$ cat src/rtl/fifo_pkg.sv
// Shared definitions for the FIFO read-side blocks: output-queue FSM encoding
// and statistics counter width.
package fifo_pkg;

    typedef enum logic [1:0] {
        EMPTY = 2'd0,
        ONE   = 2'd1,
        TWO   = 2'd2
    } state_e;

    localparam int unsigned STATS_W = 16;

endpackage

$ cat src/rtl/fifo_rd_stream.sv
// Read-side stream adapter: turns the FIFO rempty/rinc/rdata interface into a
// valid/ready stream through a 2-entry queue. FIFO_RD_STREAM_STATS_EN adds a pop counter.
module fifo_rd_stream
    import fifo_pkg::*;
#(
    parameter int DATA_SIZE = 8
) (
    input  logic                 rclk,
    input  logic                 rrst,
    input  logic                 rempty,
    input  logic [DATA_SIZE-1:0] rdata,
    output logic                 rinc,
    output logic                 out_valid,
    input  logic                 out_ready,
`ifdef FIFO_RD_STREAM_STATS_EN
    output logic [STATS_W-1:0]   out_count,
`endif
    output logic [DATA_SIZE-1:0] out_data
);

    state_e               state_q;
    logic [DATA_SIZE-1:0] head_q;
    logic [DATA_SIZE-1:0] tail_q;
    logic                 load;
    logic                 pop;

    // Request depends only on registered state, so out_ready never reaches rinc.
    always_comb begin
        load = !rempty && (state_q != TWO) && !rrst;
        pop  = (state_q != EMPTY) && out_ready;
    end

    assign rinc      = load;
    assign out_valid = (state_q != EMPTY);
    assign out_data  = head_q;

    always_ff @(posedge rclk) begin
        if (rrst) begin
            state_q <= EMPTY;
            head_q  <= '0;
            tail_q  <= '0;
        end else begin
            case (state_q)
                EMPTY: begin
                    if (load) begin
                        head_q  <= rdata;
                        state_q <= ONE;
                    end
                end
                ONE: begin
                    if (load && pop) begin
                        head_q  <= rdata;
                    end else if (load) begin
                        tail_q  <= rdata;
                        state_q <= TWO;
                    end else if (pop) begin
                        state_q <= EMPTY;
                    end
                end
                TWO: begin
                    if (pop) begin
                        head_q  <= tail_q;
                        state_q <= ONE;
                    end
                end
                default: state_q <= EMPTY;
            endcase
        end
    end

`ifdef FIFO_RD_STREAM_STATS_EN
    logic [STATS_W-1:0] count_q;

    always_ff @(posedge rclk) begin
        if (rrst) begin
            count_q <= '0;
        end else if (pop && (count_q != '1)) begin
            count_q <= count_q + 1'b1;
        end
    end

    assign out_count = count_q;
`endif

endmodule

$ cat config.mk
export PLATFORM = sky130hd
export DESIGN_NAME = fifo_rd_stream
export DESIGN_NICKNAME = d
export VERILOG_FILES = /design/src/rtl/fifo_pkg.sv /design/src/rtl/fifo_rd_stream.sv
export SDC_FILE = /design/constraint.sdc
export NUM_CORES = 1
export LEC_CHECK = 0
export ABC_AREA = 1
export BUFFER_PORTS_ARGS = -buffer_cell sky130_fd_sc_hd__buf_2
export CAP_MARGIN = 20
export CORE_UTILIZATION = 50
export DETAILED_ROUTE_END_ITERATION = 8
export GPL_TIMING_DRIVEN = 0
export PLACE_DENSITY_LB_ADDON = 0.12
export SLEW_MARGIN = 40
export SYNTH_ARGS = -nofsm -noshare
export SYNTH_HDL_FRONTEND = slang
export SYNTH_SLANG_ARGS = --single-unit
$ cat constraint.sdc
create_clock -name rclk -period 1.3 [get_ports rclk]
set_clock_uncertainty 0.05 [all_clocks]
set_input_delay 0.13 -clock rclk [delete_from_list [all_inputs] [get_ports rclk]]
set_output_delay 0.13 -clock rclk [all_outputs]
set_load 0.03 [all_outputs]
Word-level counts from Yosys, hierarchy flattened

Cells that the tools add are included.

Shift-type cells: 0
Muxes and demuxes: 10
Reduce and logical (&&, ||, !) cells: 12
Div/mod/pow operators: 0
Equal/unequal tests: 8
Bitwise logic cells: 1
$lt $le $gt $ge: 0
Multiply operators: 0
Add/sub/neg operators: 0

Operators with widths:

| cell                                                | number |
|---|---|
| two-way mux 8 bit                                   | 3 |
| one-hot mux 8 bit (3 select lines)                  | 1 |
| two-way mux 2 bit                                   | 5 |
| inequality test 2 bit, second input constant        | 5 |
| AND reduction 4 bit                                 | 2 |
| one-hot mux 2 bit (3 select lines)                  | 1 |
| logical AND 1 bit                                   | 4 |
| inequality test 3 bit, second input constant        | 1 |
| AND reduction 3 bit                                 | 1 |
| nonzero test 3 bit                                  | 1 |
| equality test 2 x 1 -> 1 bit, second input constant | 1 |
| equality test 2 bit, second input constant          | 1 |
| zero test 1 bit                                     | 2 |
| zero test 2 bit                                     | 1 |
| nonzero test 2 bit                                  | 1 |
| NOT 1 bit                                           | 1 |

Word-level logic and storage cells: 34
Bits in read-only memories: 0
Bits in registers: 18
Memories kept: 0
Bits in latches: 0
Output and inout port bits: 10
RAM bits: 0

Longest topological paths before layout

Gate-level depths: netlist (run 1).

Depth after elaboration: 6
Gate-level depth with buffers: 8
Mapped depth without buffers: 7

Worst setup path after synthesis (run 1)

OpenSTA, ideal clock, no wires.

Path kind: register to register
From: register state_q[0]
To: register head_q[0], in the netlist out_data[0]
Library setup time: 113 ps
Data required time: 1137 ps
Path slack: -25 ps
Stages on the path, launching flop included: 9
Arrival time: 1163 ps
Path buffers: 1
Cells stage by stage: dfxtp_1 -> inv_2 -> nand2_1 -> nand2_1 -> nand2_4 -> buf_8 -> nand2_1 -> nand2_1 -> nor2_1

Elaborated cells between the ends (all ways): 15
Classes of those cells: eq/ne: 6; mux: 1; reduce/logical: 8

RTL lines:

| what                                     | RTL line             | text |
|---|---|---|
| start, declared                          | fifo_rd_stream.sv:21 | `state_e state_q;` |
| start signal, assigned                   | fifo_rd_stream.sv:39 | `state_q <= EMPTY;` |
| start signal, assigned                   | fifo_rd_stream.sv:47 | `state_q <= ONE;` |
| start signal, assigned                   | fifo_rd_stream.sv:55 | `state_q <= TWO;` |
| nonzero test 2 bit (*)                   | --                   |  |
| net out_valid                            | fifo_rd_stream.sv:13 | `output logic out_valid,` |
| logical AND 1 bit (*)                    | fifo_rd_stream.sv:30 | `pop = (state_q != EMPTY) && out_ready;` |
| logical AND 1 bit                        | fifo_rd_stream.sv:51 | `if (load && pop) begin` |
| inequality test 2 bit (no source line)   | --                   |  |
| AND reduction 4 bit (no source line) (*) | --                   |  |
| end signal, assigned                     | fifo_rd_stream.sv:46 | `head_q <= rdata;` |
| end signal, assigned                     | fifo_rd_stream.sv:52 | `head_q <= rdata;` |
| end signal, assigned                     | fifo_rd_stream.sv:62 | `head_q <= tail_q;` |
| end, declared                            | fifo_rd_stream.sv:22 | `logic [DATA_SIZE-1:0] head_q;` |

The timed path passes the listed nets; every way through them passes the cells marked *.
A chain may end at the register's enable or synchronous reset.

Worst setup path after layout (run 1)

From: register state_q[1]
To: output port rinc

Longest elaborated chain between the ends: 3

RTL lines:

| what                           | RTL line             | text |
|---|---|---|
| inequality test 2 bit          | fifo_rd_stream.sv:29 | `load = !rempty && (state_q != TWO) && !rrst;` |
| logical AND 1 bit (2 in a row) | fifo_rd_stream.sv:29 |  |
| end, declared                  | fifo_rd_stream.sv:12 | `output logic rinc,` |

Every way passes these cells.

==> flow_metrics.tcl, run 1 <==
set metrics [dict create \
    netlist_area_sq_um 855 \
    gp_congestion 0.796 \
    timing.rr.start "state_q[0]" \
    synth_seq_cells 18 \
    leakagePower_nw 0.592 \
    yosys.area.top_type_share_pct 42.2 \
    min_period_over_period_pct 96.4 \
    htreeDepth 1 \
    cts_tree "done" \
    worstPathRequired_ns 1.12 \
    ff2ff_setup_slack_ns 0.09 \
    synth_enable_flop_cells 0 \
    via_per_inst 4.91 \
    n_antenna_cell 0 \
    rsz0062_at_grt "no" \
    clk_path_buf_depth 2 \
    hold_slack_ns 0.0261 \
    drive_gt1_share_pct 26.1 \
    max_slew_margin_pct 86.0 \
    synthTopCellsByArea "dfxtp_1 (42%), nand2_1 (21%), nor2_1 (14%)" \
    drt_iter0_markers 15 \
    crit-reg2reg-capture "out_data[2]" \
    grt_overflow_total 0 \
    die_w_um 43.3 \
    rr_worst_depth 7 \
    tightest_slew_ns 0.210 \
    routed_wl_um 1710 \
    cts.sinks 18 \
    grt_pass1_wl_um 2840 \
    first_pass_iters 6 \
    setup_viol 0 \
    grt_max_degree 11 \
    syn-num-nets 145 \
    hp-class "input pin to flop" \
    finalHoldViolCount 0 \
    dieArea_sq_um 1880 \
    core_area_sq_um 1560 \
    max_cap_violations 0 \
    run_status "complete, but fails checks" \
    critPathKind "flop to primary output" \
    nets 175 \
    synth_cells 133 \
    area_delta_synth_final_pct 23.7 \
    synth_top_area_cell "dfxtp_1" \
    fin_crit_ns 1.25 \
    numPortBuffers 21 \
    synthArstFlopShare_pct 0 \
    numCtsBuffers 3 \
    yosysWarnings 0 \
    synth_common_cells "nand2_1 (47), nor2_1 (33), dfxtp_1 (18), inv_1 (11), o21ai_0 (8)" \
    slew_violations 0 \
    clk_pin_slew_ns 0.09 \
    root_buffer "clkbuf_4" \
    cp-end-kind "primary output" \
    irDropWorstVdd_mv 0.606 \
    start_kind "flop" \
    antenna_found_initial 0 \
    syn_area_per_cell_sq_um 6.43 \
    yosysMostFrequentCell "nand2_1" \
    start_util_pct 54.8 \
    row_count 14 \
    netlist-cell-type-count 14 \
    crit_end "rinc" \
    grt_usage_pct 19.9 \
    powerDensity_nw_per_um2 1020 \
    fmax_ghz 0.798 \
    worstPathMaxFanout 5 \
    violations "design-rule violations" \
    crit_arrival_ns 1.07 \
    die_h_um 43.3 \
    num_io_pins 22 \
    clock_latency_ns 0.28 \
    detailedPlacementHpwl_um 1180 \
    ant_nets 0 \
    yosysSeqAreaShare_pct 42.2 \
    wl_per_cell_um 9.64 \
    post-route-drc-count 2 \
    tns_ns 0 \
    grt_pass1_vias 714 \
    synthFlopType "dfxtp_1" \
    critical_path.startpoint "state_q[1]" \
    vias 869 \
]
[power breakdown]
group / internal [mW] / leakage, nW / total [mW] / switching, mW
logic: 0.0797 / 0.431 / 0.223 / 0.143
clock network: 0.108 / 0.0138 / 0.264 / 0.156
registers: 0.580 / 0.148 / 0.595 / 0.0152
total: 0.767 / 0.592 / 1.08 / 0.314
[cell families after synthesis]
group	after synthesis	synth area share, %
flops	18	42.2
simple gates	89	42.5
compound gates	10	5.86
buf+inv	16	9.52
[layer usage]
| metal | global-route usage, % | up-vias | wire [um] |
|---|---|---|---|
| met5 | 0 | - | 0 |
| met4 | 7.50 | 0 | 19 |
| met3 | 2.92 | 4 | 104 |
| met2 | 33.3 | 25 | 831 |
| met1 | 26.1 | 383 | 750 |
| li1 | - | 457 | - |
[flip-flops by register name, indices dropped and copies added, names as in the netlist]
signal	count
out_data	8
tail_q	8
state_q	2
[final cells by class]
class                   count  area [sq um]
plain buffers               2          28.8
clock buffers               3          22.5
fillers                   145           502
inverters                  14          55.1
multi-input cells          99           428
flip-flops and latches     18           363
well taps                  16          20.0
repair buffers             25           140
[placed cells by master (no fill, tap or decap), types with 2 or more instances in the layout]
cell type,Yosys,layout
nand2_1,47,45
nor2_1,33,33
buf_2,0,20
dfxtp_1,18,16
inv_1,11,11
o21ai_0,8,8
clkbuf_4,0,4
nand2_2,2,3
nand3_1,3,3
buf_4,0,3
nor2_4,1,2
inv_2,3,2
nand2_4,1,2
a21oi_1,2,2
dfxtp_2,0,2
[worst max-delay path, cell delays in order, from the launching register on]
cell	delay, ns
dfxtp_2	0.38
inv_4	0.07
nor2_4	0.12
nor2_1	0.05
clkbuf_4	0.17
[metrics by stage]
stage	total power, mW	utilization (%)	setup WS, ns	cells	area (sq um)
finish	1.08	67.8	0.0471	177	1060
global placement	0.816	63.0	0.0568	170	982
CTS	1.08	66.0	0.0355	175	1030
global route	1.14	67.8	0.000117	177	1060
floorplan	0.758	-	0.0894	133	857
detailed placement	0.820	63.0	0.0320	170	982
[worst min-delay path by stage]
stage | cells after the start | slack [ns] | startpoint | to
finish | 3 | 0.03 | rdata[4] | tail_q[4]
global route | 3 | 0.04 | rdata[0] | tail_q[0]
CTS | 3 | 0.03 | rdata[7] | tail_q[7]
detailed placement | 2 | 0.28 | rrst | state_q[1]
global placement | 2 | 0.27 | rrst | state_q[1]
floorplan | 1 | 0.15 | rrst | state_q[1]
[timing repair]
action | CTS | global route
gates resized for setup | 2 | 5
buffers inserted | 1 | 2
setup endpoints to repair | 1 | 16
hold endpoints to repair | 1 | 0
hold buffers | 1 | 0
pin swaps | 1 | 1
Power figures use the tool's default switching activity.
==> inputs of run 2 (changes only) <==
--- a/config.mk
+++ b/config.mk
@@ -8,7 +8,7 @@
 export ABC_AREA = 1
 export BUFFER_PORTS_ARGS = -buffer_cell sky130_fd_sc_hd__buf_2
 export CAP_MARGIN = 20
-export CORE_UTILIZATION = 50
+export CORE_UTILIZATION = 45
 export DETAILED_ROUTE_END_ITERATION = 8
 export GPL_TIMING_DRIVEN = 0
 export PLACE_DENSITY_LB_ADDON = 0.12
==> constraint.sdc (replaced) <==
create_clock -name rclk -period 1.15 [get_ports rclk]
set_clock_uncertainty 0.05 [all_clocks]
set_input_delay 0.115 -clock rclk [delete_from_list [all_inputs] [get_ports rclk]]
set_output_delay 0.115 -clock rclk [all_outputs]
set_load 0.03 [all_outputs]
==> run 2 against run 1 <==
  * The flow finishes with violations (negative setup slack)
  * Setup slack worse by 0.11 ns
  * Largest cell class unchanged
  * Non-clock buffer count is 5 higher
  * Final cell count is 9.0% higher
  * Count of clock-buffer cells in the layout is 1 higher
  * Die area is 11% higher
  * Global-route usage is 1.0 points higher
  * Via count is 2.2% higher
  * Clock power is 47% higher
==> flow_metrics.tcl, run 2 (same netlist as run 1, synthesis figures left out) <==
set metrics [dict create \
    min_period_over_period_pct 105 \
    ff2ff_setup_slack_ns -0.06 \
    antenna_found_initial 0 \
    violations "negative setup slack" \
    rsz0062_at_grt "yes" \
    crit_arrival_ns 1.05 \
    hp-start "rdata[7]" \
    vias 888 \
    detailedPlacementHpwl_um 1190 \
    grt_usage_pct 20.9 \
    wl_met1_um 887 \
    dp_worst_setup_slack_ns -0.109 \
    run_status "complete, but fails checks" \
    numPortBuffers 21 \
    nets 181 \
    cp_slowest_cell "dfxtp_4" \
    routed_wl_um 2100 \
    post-route-drc-count 0 \
    fmax_ghz 0.826 \
    hold_end "tail_q[7]" \
    numCtsBuffers 3 \
    tns_ns -0.315 \
    wl_met2_um 1080 \
    irDropWorstVdd_mv 0.690 \
    power_frac_seq_pct 49.9 \
    seq_area_sq_um 368 \
    hp-class "input pin to flop" \
    wl_per_cell_um 10.9 \
    multiInputGateArea_sq_um 493 \
    critPathKind "flop to primary output" \
    die_h_um 45.6 \
    setup_viol 10 \
    cp-end-kind "primary output" \
    core_area_sq_um 1750 \
    routed.top_layer "met4" \
    start_kind "flop" \
    cp_cell_sequence "inv_6 -> nor2_4 -> nor2_1 -> buf_4" \
    gp_congestion 0.728 \
    n_antenna_cell 0 \
    grt_overflow_total 0 \
    slew_violations 0 \
    htreeDepth 1 \
    fin_crit_ns 1.21 \
    final_area_sq_um 1210 \
    leakagePower_nw 0.641 \
    clk_pin_slew_ns 0.10 \
    start_util_pct 49.0 \
    grt_pass1_vias 734 \
    post-route-util_pct 69.5 \
    first_pass_iters 5 \
    via_per_inst 4.60 \
    grt_pass1_wl_um 3070 \
    hold_slack_ns 0.0140 \
    rr_worst_depth 6 \
    max_slew_margin_pct 84.6 \
    timing.rr.start "state_q[1]" \
    dp.cells 179 \
    worstPathMaxFanout 4 \
    drive_gt1_share_pct 29.2 \
    placed_area_sq_um 1000 \
    fillCellCount 168 \
    final_common_cell "nand2_1" \
    swShare_pct 29.4 \
    comb_power_share_pct 21.4 \
    layout_setup_ws_ns -0.0606 \
    area_delta_synth_final_pct 41.9 \
    row_count 15 \
    cts.sinks 18 \
    tightest_slew_ns 0.231 \
    slowest_delay_ns 0.38 \
    crit-reg2reg-capture "tail_q[5]" \
    ant_nets 0 \
    dieArea_sq_um 2080 \
    powerDensity_nw_per_um2 1110 \
    max_cap_violations 0 \
    finalPower_mw 1.35 \
    grt_max_degree 17 \
    fin_cells 193 \
    die_w_um 45.6 \
    clk_path_buf_depth 2 \
    p_int_mw 0.951 \
    holdPathStages 3 \
    cts_tree "done" \
    finalHoldViolCount 0 \
    clkPwrFrac_pct 28.7 \
    root_buffer "clkbuf_4" \
    clock_latency_ns 0.29 \
    met3_wirelength_um 72 \
    drt_iter0_markers 10 \
    num_io_pins 22 \
    total_switching_power_mw 0.397 \
    layout_common_cells "nand2_1 (44), nor2_1 (31), buf_2 (19), dfxtp_1 (16), inv_1 (11)" \
    worstPathRequired_ns 0.99 \
]
==> run 2: repair_timing <==
item,4_1_cts,5_1_grt
resized for setup,13,8
endpoints found under the setup margin,20,19
hold buffers,4,0
endpoints found under the hold margin,4,0
setup buffers,5,1
gates cloned,0,1
pin swaps,4,3
==> run 2: layout make-up <==
| type | count | share of cell area, % |
|---|---|---|
| plain buffers | 1 | 1.14 |
| inverters | 14 | 5.16 |
| clock buffers | 4 | 2.99 |
| well taps | 25 | 2.58 |
| flip-flops and latches | 18 | 30.3 |
| repair buffers | 31 | 17.1 |
| multi-input cells | 100 | 40.7 |
==> run 2: worst max-delay path: cells and delay by family (launching register included) <==
kind / cells / cell delay (ns)
DFF: 1 / 0.38
buffers and inverters: 2 / 0.24
and+or+nand+nor: 2 / 0.13
==> run 2: power by group through the flow <==
stage | Sequential, mW | Clock (mW) | Combinational (mW)
3_3_place_gp | 0.685 | 0 | 0.242
4_1_cts | 0.672 | 0.400 | 0.262
2_1_floorplan | 0.730 | 0 | 0.130
3_5_place_dp | 0.686 | 0 | 0.244
6_report | 0.673 | 0.387 | 0.289
5_1_grt | 0.678 | 0.430 | 0.320
==> run 2: worst max-delay path by stage <==
| stage | slack [ns] | start | cells past startpoint | endpoint |
|---|---|---|---|---|
| detailed placement | -0.11 | state_q[0] | 7 | out_data[4] |
| finish | -0.06 | state_q[1] | 4 | rinc |
| global route | -0.11 | state_q[1] | 4 | rinc |
| global placement | -0.09 | state_q[0] | 7 | out_data[4] |
| CTS | -0.07 | state_q[1] | 4 | rinc |
| floorplan | 0.04 | state_q[1] | 8 | out_data[0] |
==> run 2: routing by layer <==
| layer | GRT usage, % | vias to the layer above |
|---|---|---|
| met5 | 0 | - |
| met1 | 23.8 | 381 |
| met4 | 7.27 | 0 |
| li1 | - | 471 |
| met2 | 36.0 | 26 |
| met3 | 7.14 | 10 |
